### src/rtl/parking_pkg.sv
// ============================================================================
//  Module      : parking_pkg
//  Description : Shared types and constants for the parking sensor generator:
//                phase-state enum, counter width, timer width and the
//                entry/exit phase-to-(a,b) lookup.
//  Revision    : 1.0 - initial release
// ============================================================================
`default_nettype none

package parking_pkg;

    localparam int CNT_W = 3;
    localparam int TMR_W = 8;

    typedef enum logic [2:0] {
        ST_IDLE = 3'd0,
        ST_P1   = 3'd1,
        ST_P2   = 3'd2,
        ST_P3   = 3'd3,
        ST_GAP  = 3'd4
    } psg_state_e;

    // {a,b} per phase; entry and exit walk the same Gray path in opposite order
    localparam logic [1:0] c_ENTRY_P1_AB = 2'b10;
    localparam logic [1:0] c_ENTRY_P2_AB = 2'b11;
    localparam logic [1:0] c_ENTRY_P3_AB = 2'b01;
    localparam logic [1:0] c_EXIT_P1_AB  = 2'b01;
    localparam logic [1:0] c_EXIT_P2_AB  = 2'b11;
    localparam logic [1:0] c_EXIT_P3_AB  = 2'b10;

    function automatic logic [1:0] phase_ab(input psg_state_e st, input logic is_exit);
        logic [1:0] ab;
        ab = 2'b00;
        case (st)
            ST_P1:   ab = is_exit ? c_EXIT_P1_AB : c_ENTRY_P1_AB;
            ST_P2:   ab = is_exit ? c_EXIT_P2_AB : c_ENTRY_P2_AB;
            ST_P3:   ab = is_exit ? c_EXIT_P3_AB : c_ENTRY_P3_AB;
            default: ab = 2'b00;
        endcase
        return ab;
    endfunction

endpackage

`default_nettype wire

### src/rtl/psg_phase_timer.sv
// ============================================================================
//  Module      : psg_phase_timer
//  Description : Loadable down-counter for phase durations. Stops at zero
//                (never wraps) and flags when it has reached zero.
//  Revision    : 1.0 - initial release
// ============================================================================
`default_nettype none

module psg_phase_timer
    import parking_pkg::*;
(
    input  logic             clk,
    input  logic             reset_n,
    input  logic             i_load,
    input  logic [TMR_W-1:0] i_load_val,
    output logic             o_zero
);

    logic [TMR_W-1:0] r_count;

    // Load has priority; otherwise count down and hold at zero
    always_ff @(posedge clk or negedge reset_n) begin
        if (!reset_n) begin
            r_count <= '0;
        end else if (i_load) begin
            r_count <= i_load_val;
        end else if (r_count != '0) begin
            r_count <= r_count - 1'b1;
        end
    end

    assign o_zero = (r_count == '0);

endmodule

`default_nettype wire

### src/rtl/parking_sensor_gen.sv
// ============================================================================
//  Module      : parking_sensor_gen
//  Description : Generates Gray-ordered a/b sensor waveforms for car entry and
//                exit transits and tracks the expected lot occupancy.
//                Optional abort feature: define PARKING_SENSOR_GEN_ABORT_EN to
//                add the abort input and aborted output.
//  Revision    : 1.0 - initial release
// ============================================================================
`default_nettype none

module parking_sensor_gen
    import parking_pkg::*;
#(
    parameter int HOLD_CYCLES = 1,
    parameter int GAP_CYCLES  = 1,
    parameter int MAX_CARS    = 7
) (
    input  logic             clk,
    input  logic             reset_n,
    input  logic             req_valid,
    input  logic             req_exit,
`ifdef PARKING_SENSOR_GEN_ABORT_EN
    input  logic             abort,
    output logic             aborted,
`endif
    output logic             req_ready,
    output logic             a,
    output logic             b,
    output logic             busy,
    output logic             done,
    output logic [CNT_W-1:0] exp_count
);

    localparam logic [TMR_W-1:0] c_HOLD_LD = TMR_W'(HOLD_CYCLES - 1);
    localparam logic [TMR_W-1:0] c_GAP_LD  = TMR_W'(GAP_CYCLES - 1);
    localparam logic [CNT_W-1:0] c_MAX_CNT = CNT_W'(MAX_CARS);

    psg_state_e       r_state;
    psg_state_e       w_next;
    logic             r_a;
    logic             r_b;
    logic             r_exit;
    logic             r_abrt;
    logic [CNT_W-1:0] r_count;
    logic             w_accept;
    logic             w_abort_in;
    logic             w_new_abort;
    logic             w_zero;
    logic             w_load;
    logic [TMR_W-1:0] w_load_val;
    logic             w_dir;
    logic [1:0]       w_ab;

`ifdef PARKING_SENSOR_GEN_ABORT_EN
    assign w_abort_in = abort;
    assign aborted    = done && r_abrt;
`else
    assign w_abort_in = 1'b0;
`endif

    assign req_ready = (r_state == ST_IDLE);
    assign busy      = !req_ready;
    assign w_accept  = req_valid && req_ready;
    assign done      = (r_state == ST_GAP) && w_zero;
    assign a         = r_a;
    assign b         = r_b;
    assign exp_count = r_count;

    // Direction of the sequence: live input on acceptance, latched value after
    assign w_dir = w_accept ? req_exit : r_exit;
    assign w_ab  = phase_ab(w_next, w_dir);

    // Next-state: forward walk, or backward walk once an abort has been taken
    always_comb begin
        w_next      = r_state;
        w_new_abort = 1'b0;
        case (r_state)
            ST_IDLE: if (w_accept) w_next = ST_P1;
            ST_P1: begin
                if (w_abort_in && !r_abrt) begin
                    w_next      = ST_GAP;
                    w_new_abort = 1'b1;
                end else if (w_zero) begin
                    w_next = r_abrt ? ST_GAP : ST_P2;
                end
            end
            ST_P2: begin
                if (w_abort_in && !r_abrt) begin
                    w_next      = ST_P1;
                    w_new_abort = 1'b1;
                end else if (w_zero) begin
                    w_next = r_abrt ? ST_P1 : ST_P3;
                end
            end
            ST_P3: begin
                if (w_abort_in && !r_abrt) begin
                    w_next      = ST_P2;
                    w_new_abort = 1'b1;
                end else if (w_zero) begin
                    w_next = ST_GAP;
                end
            end
            ST_GAP:  if (w_zero) w_next = ST_IDLE;
            default: w_next = ST_IDLE;
        endcase
    end

    // Timer reloads with the duration of whichever state is being entered
    always_comb begin
        w_load     = (w_next != r_state);
        w_load_val = '0;
        case (w_next)
            ST_P1, ST_P2, ST_P3: w_load_val = c_HOLD_LD;
            ST_GAP:              w_load_val = c_GAP_LD;
            default:             w_load_val = '0;
        endcase
    end

    psg_phase_timer u_timer (
        .clk        (clk),
        .reset_n    (reset_n),
        .i_load     (w_load),
        .i_load_val (w_load_val),
        .o_zero     (w_zero)
    );

    // State, registered sensor drives, latched direction and abort flag
    always_ff @(posedge clk or negedge reset_n) begin
        if (!reset_n) begin
            r_state <= ST_IDLE;
            r_a     <= 1'b0;
            r_b     <= 1'b0;
            r_exit  <= 1'b0;
            r_abrt  <= 1'b0;
        end else begin
            r_state <= w_next;
            r_a     <= w_ab[1];
            r_b     <= w_ab[0];
            if (w_accept) begin
                r_exit <= req_exit;
                r_abrt <= 1'b0;
            end else if (w_new_abort) begin
                r_abrt <= 1'b1;
            end
        end
    end

    // Occupancy shadow: saturating update on the edge that ends a clean GAP
    always_ff @(posedge clk or negedge reset_n) begin
        if (!reset_n) begin
            r_count <= '0;
        end else if (done && !r_abrt) begin
            if (!r_exit) begin
                if (r_count < c_MAX_CNT) r_count <= r_count + 1'b1;
            end else begin
                if (r_count != '0) r_count <= r_count - 1'b1;
            end
        end
    end

endmodule

`default_nettype wire

### config.mk
export PLATFORM = sky130hd
export DESIGN_NAME = parking_sensor_gen
export DESIGN_NICKNAME = d
export VERILOG_FILES = /design/src/rtl/parking_pkg.sv /design/src/rtl/psg_phase_timer.sv /design/src/rtl/parking_sensor_gen.sv
export SDC_FILE = /design/constraint.sdc
export NUM_CORES = 1
export LEC_CHECK = 0
export ABC_AREA = 1
export CAP_MARGIN = 20
export CORE_MARGIN = 1.5
export CORE_UTILIZATION = 40
export CTS_CLUSTER_DIAMETER = 100
export DETAILED_ROUTE_END_ITERATION = 8
export GPL_TIMING_DRIVEN = 0
export PLACE_DENSITY = 0.59
export SYNTH_ARGS = -nofsm -noshare
export SYNTH_HDL_FRONTEND = slang
export SYNTH_HIERARCHICAL = 1
export SYNTH_SLANG_ARGS = --single-unit
### constraint.sdc
create_clock -name clk -period 4.7 [get_ports clk]
set_clock_uncertainty 0.15 [all_clocks]
set_input_delay 1.41 -clock clk [delete_from_list [all_inputs] [get_ports clk]]
set_output_delay 1.41 -clock clk [all_outputs]
set_load 0.05 [all_outputs]
; After elaboration in Yosys (flattened, before gate mapping)
; Cells that the tools add are included.
[totals]
register_bits = 18
latch_bits = 0
ramBits = 0
mem_bits_ro = 0
in_bits = 4
output_inout_bits = 8
wordCells = 50
n_memories = 0
[classes]
addsub = 3
mul = 0
div_mod_pow = 0
order_cmp = 1
n_eq_ne = 9
shift = 0
mux = 18
n_bitwise = 0
reduce_logical = 12
[op_table]
columns = cell, n
row1 = $mux W3, 9
row2 = $mux W8, 2
row3 = $pmux W3 S5, 1
row4 = $eq A3 B2 Y1 const B, 4
row5 = $logic_not A8 Y1, 1
row6 = $reduce_bool A8 Y1, 1
row7 = $sub A8 B1 Y8 const B, 1
row8 = $eq A3 B1 Y1 const B, 2
row9 = $mux W2, 3
row10 = $pmux W2 S3, 1
row11 = $reduce_bool A2 Y1, 2
row12 = $add A3 B1 Y3 const B, 1
row13 = $eq A3 B3 Y1 const B, 1
row14 = $logic_and A1 B1 Y1, 3
row15 = $logic_not A3 Y1, 1
row16 = $lt A3 B3 Y1 const B, 1
row17 = $ne A3 B3 Y1, 1
row18 = $reduce_and A3 Y1, 1
row19 = $reduce_bool A3 Y1, 1
row20 = $sub A3 B1 Y3 const B, 1
row21 = $logic_not A1 Y1, 2
row22 = $mux W1, 2
row23 = $ne A2 B1 Y1 const B, 1

; Logic depth before layout (Yosys ltp)
; Gate-level depths: netlist of run 1.
[depth]
word_depth = 6
mapped_depth = 16
depth_no_buf = 15

; Cells and area by module
; The synthesis of run 1 kept the hierarchy.
[by_module_without_submodules]
columns = mod, n_inst, cells_each, area_each_um2, seq_area_each_um2
row1 = parking_sensor_gen, 1, 76, 548.0, 225.2
row2 = psg_phase_timer, 1, 71, 513.0, 200.2

; Least setup slack after synthesis of run 1
; No wires, ideal clock.
[synth_timing]
path_type = flip-flop to output port
start = register r_state[0]
end = output busy
arrival_time_ns = 1.722
t_required_ns = 3.140
setup_slack_ns = 1.418
path_stages_with_launch = 5
path_buffers = 0
cell_sequence = dfrtp_1 inv_1 nand2_1 nor2_1 inv_1
[synth_via]
elab_chain_len = 2
[synth_lines]
columns = item, line_no
row1 = "start, declared", parking_sensor_gen.sv:38  ; psg_state_e r_state;
row2 = "start signal, assigned", parking_sensor_gen.sv:136  ; r_state <= w_next;
row3 = $logic_not A3 Y1, parking_sensor_gen.sv:61  ; assign req_ready = (r_state == ST_IDLE);
row4 = net req_ready, parking_sensor_gen.sv:26  ; output logic req_ready,
row5 = $logic_not A1 Y1, parking_sensor_gen.sv:62  ; assign busy = !req_ready;
row6 = "end, declared", parking_sensor_gen.sv:29  ; output logic busy,
; The timed path passes the listed nets, and every way through them passes these cells.

; Final worst setup path of run 1
[layout_timing]
start = register u_timer.r_count[0]
end = output done
[layout_via]
elab_chain_len = 2
[layout_lines]
columns = item, line_no
row1 = "start, declared", psg_phase_timer.sv:19  ; logic [TMR_W-1:0] r_count;
row2 = "start signal, assigned", psg_phase_timer.sv:26  ; r_count <= i_load_val;
row3 = "start signal, assigned", psg_phase_timer.sv:28  ; r_count <= r_count - 1'b1;
row4 = $logic_not A8 Y1, psg_phase_timer.sv:32  ; assign o_zero = (r_count == '0);
row5 = net w_zero, parking_sensor_gen.sv:48  ; logic w_zero;
row6 = $logic_and A1 B1 Y1, parking_sensor_gen.sv:64  ; assign done = (r_state == ST_GAP) && w_zero;
row7 = "end, declared", parking_sensor_gen.sv:30  ; output logic done,
; The timed path passes the listed nets, and every way through them passes these cells.

==> results of run 1 <==
worst paths after layout:
| path | from | endpoint | slack, ps | cells past startpoint |
|---|---|---|---|---|
| setup / recovery | u_timer/r_count[0]$_DFFE_PN0P_ | done | 660 | 7 |
| hold / removal | u_timer/r_count[1]$_DFFE_PN0P_ | u_timer/r_count[1]$_DFFE_PN0P_ | 410 | 2 |
| setup reg to reg | u_timer/r_count[0]$_DFFE_PN0P_ | u_timer/r_count[5]$_DFFE_PN0P_ | 2220 | 15 |
| hold reg to reg | u_timer/r_count[1]$_DFFE_PN0P_ | u_timer/r_count[1]$_DFFE_PN0P_ | 410 | 2 |
| max in group asynchronous | reset_n | u_timer/r_count[3]$_DFFE_PN0P_ | 2480 | 1 |
| min in group asynchronous | reset_n | exp_count[0]$_DFFE_PN0P_ | 1420 | 1 |
logic make-up after synthesis:
logic type / after synthesis
compound gates: 12
xor+xnor: 3
fa+ha+maj: 2
buf+inv: 21
flops: 17
other cells: 1
simple gates: 91
through the flow:
stage | cell area (um2) | setup WS [ps]
after global placement | 1230 | 999
after floorplan | 1090 | 1420
final | 1260 | 660
after CTS | 1260 | 617
after global routing | 1260 | 507
after detailed placement | 1230 | 968
power groups by stage:
| stage | Combinational (uW) | Sequential (uW) | Clock [uW] |
|---|---|---|---|
| 4_1_cts | 419 | 251 | 87.9 |
| 5_1_grt | 476 | 259 | 90.7 |
| 2_1_floorplan | 300 | 275 | 0 |
| 3_3_place_gp | 403 | 253 | 0 |
| 6_report | 414 | 252 | 80.4 |
| 3_5_place_dp | 418 | 254 | 0 |
state kept, by name, indices dropped and copies added (netlist names):
name and cells:
r_exit 1, b 1, exp_count 3, a 1, r_state 3, u_timer/r_count 8
metal layers:
layer  wire length [um]  vias to the layer above  track usage (%)
met1               1060                      424             23.9
met5                  0                        -                0
met3                 62                        2             2.46
met4                 20                        0             8.75
met2                894                       14             24.3
li1                   -                      498                -
synth_stat cells:
master	count
a21boi_1	1
a21oi_1	1
buf_2	1
conb_1	1
dfrtp_1	17
fa_1	1
ha_1	1
inv_1	14
inv_2	6
nand2_1	57
nand2_2	3
nand2_4	2
nand3_1	8
nand3_2	1
nand4_1	3
nor2_1	10
nor2_2	5
nor2_4	2
o21ai_0	3
o21ai_1	3
o21ai_2	4
xnor2_1	2
xor2_1	1
tightest hold or removal path: cells and delay by family (launching register included):
| kind | cells | cell delay [ps] |
|---|---|---|
| buffers and inverters | 1 | 80 |
| DFF | 1 | 390 |
| AOI/OAI and AO/OA | 1 | 60 |
cell type report:
| class | count | area share (%) |
|---|---|---|
| Inverter | 20 | 5.95 |
| Clock buffer | 4 | 2.08 |
| Multi-Input combinational cell | 116 | 46.1 |
| Timing Repair Buffer | 11 | 8.73 |
| Sequential cell | 17 | 33.7 |
| Buffer | 1 | 0.397 |
| Tap cell | 30 | 2.98 |
==> impl_results.md, run 1 <==
* Post-CTS sizing at 0
* Most common cell after layout, fill and taps aside: nand2_1
* Reg clk slew, reported paths at 100 ps
* Gpl congestion at 0.770
* Number of max-cap violations at 0
* Clk pwr share at 10.8%
* XOR/XNOR Fraction of Synth Area at 2.48%
* Buffers added on ports at 11
* Nets at 176
* Highest cell delay on the worst timing path at about 810 ps
* Adder-Cell Fraction of Synth Area at 3.07%
* Worst path bufs/invs at 2
* Hold slack at 407 ps
* DR vias/cell at around 4.7
* Sw frac at 48.7%
* DR vias at 938
* Clk_lat worst skew at 290 ps
* Sequential fraction of the synthesis area at 40.1%
* Internal power at 383 uW
* Hold Violations, Final at 0
* Area Growth Syn to Fin at 18.9%
* Global Route Usage Sum at 16.8%
* Mean Syn Cell Area at 7.22 um2
* First-pass GRT wire length at 3570 um
* RSZ-0062 raised after global routing: false
* Drc violations at 0
* Die area at about 0.0030 mm2
* Starting Density at 42.4%
* CP most frequent cell: nor2_4
* Clock sinks at 17
* Post-detail-place hpwl at 1560 um
* Sequential group share of total power at 33.7%
* Wirelength per Cell at 10.2 um
* # hold bufs at CTS at 0
* Vias in the first global route at 853
* Worst setup SP type: flop
* Clk Tree Root Cell: clkbuf_4
* TritonCTS Buffers at 3
* Antenna violations before repair at 0
* Final Util at 50.5%
* Synthesized instance count at around 150
* Clock buffer depth at 2
* Synth warn at 6
* Slew HR at 47.1%
* Top delay family on crit path: buffers and inverters
* CTS tree: built
* Router iterations before antenna repair at 4
* Worst Tran Pin Value at 791 ps
* Register bit total from synthesis at 17
* Final period utilization at 86.0%
* Syn Std Cell Area at 0.00106 mm2
* Largest cells by area after synthesis: dfrtp_1 40%, nand2_1 20%, inv_1 5.0%
* Crit. End Element: output pin
* Total Wirelength at 2040 um
* ANT cells at 0
* Chip Height at 54.5 um
* Fmax at approximately 250 MHz
* DR iter-0 viols at 25
* Switch Pwr at 364 uW
* Number of library cell types mapped by synthesis at 23
* Status: finished clean
* Register area at about 430 um2
* Multi-input logic area at 582 um2
* Postcts setup bufs at 0
* Final setup viols at 0
* Fill cells at between 200 and 300
* Max Slew Vio Count at 0
* Compound-Gate Fraction of Synth Area at 7.31%
* Final critical-path required period at slightly above 4000 ps
* H-tree levels at 1
* Combinational family with the most area after synthesis: simple AND/OR/NAND/NOR gates
* Top cell type's share of synthesized area at between 40% and 50%
* Core Box Area at about 0.0025 mm2
* P_leak at 0.000648 uW
* Total negative slack at 0 ps
* Gate power share at 55.5%
* PwrDens at ~590 mW/mm2
* Crit path max fanout at 6
* ANT nets after route at 0
* Floorplan row count at 18
* WS Path Type: flop to output pin
* Max VDD drop at 265 uV
* DP Cell Count at 195
* Req. time, crit path at ~3100 ps
* Cell Count, Final, Fillers Out at roughly 200
* WP data arrival at ~2500 ps
* Die Span X at 54.5 um
* Post-synthesis mux area share at 0%
* Share of post-route cells with drive strength above 1 at 16.0%
* Global route overflow at 0
* IO Pins at 12
* Synth area leader: dfrtp_1
* CP Cell Sequence: inv_1 > ha_1 > nand2_2 > nor2_4 > nand2_1 > nor2_4 > clkdlybuf4s50_1
* Largest net degree at the start of global routing at 18
* Pwr Total at 746 uW
* Post-Synth Simple-Gate Area at 39.2%
* Most frequent cells in the layout: 57 x nand2_1, 17 x dfrtp_1, 14 x inv_1
* CP max stage cell: clkdlybuf4s50_1
* Worst min path class: flop to flop
Power figures use the tool's default switching activity.
==> inputs of run 2 (changes only) <==
--- a/config.mk
+++ b/config.mk
@@ -10,6 +10,7 @@
 export CORE_MARGIN = 1.5
 export CORE_UTILIZATION = 40
 export CTS_CLUSTER_DIAMETER = 100
+export CTS_CLUSTER_SIZE = 14
 export DETAILED_ROUTE_END_ITERATION = 8
 export GPL_TIMING_DRIVEN = 0
 export PLACE_DENSITY = 0.59
==> results of run 2 <==
No change in the layout: final DEF, timing and power equal those of run 1.
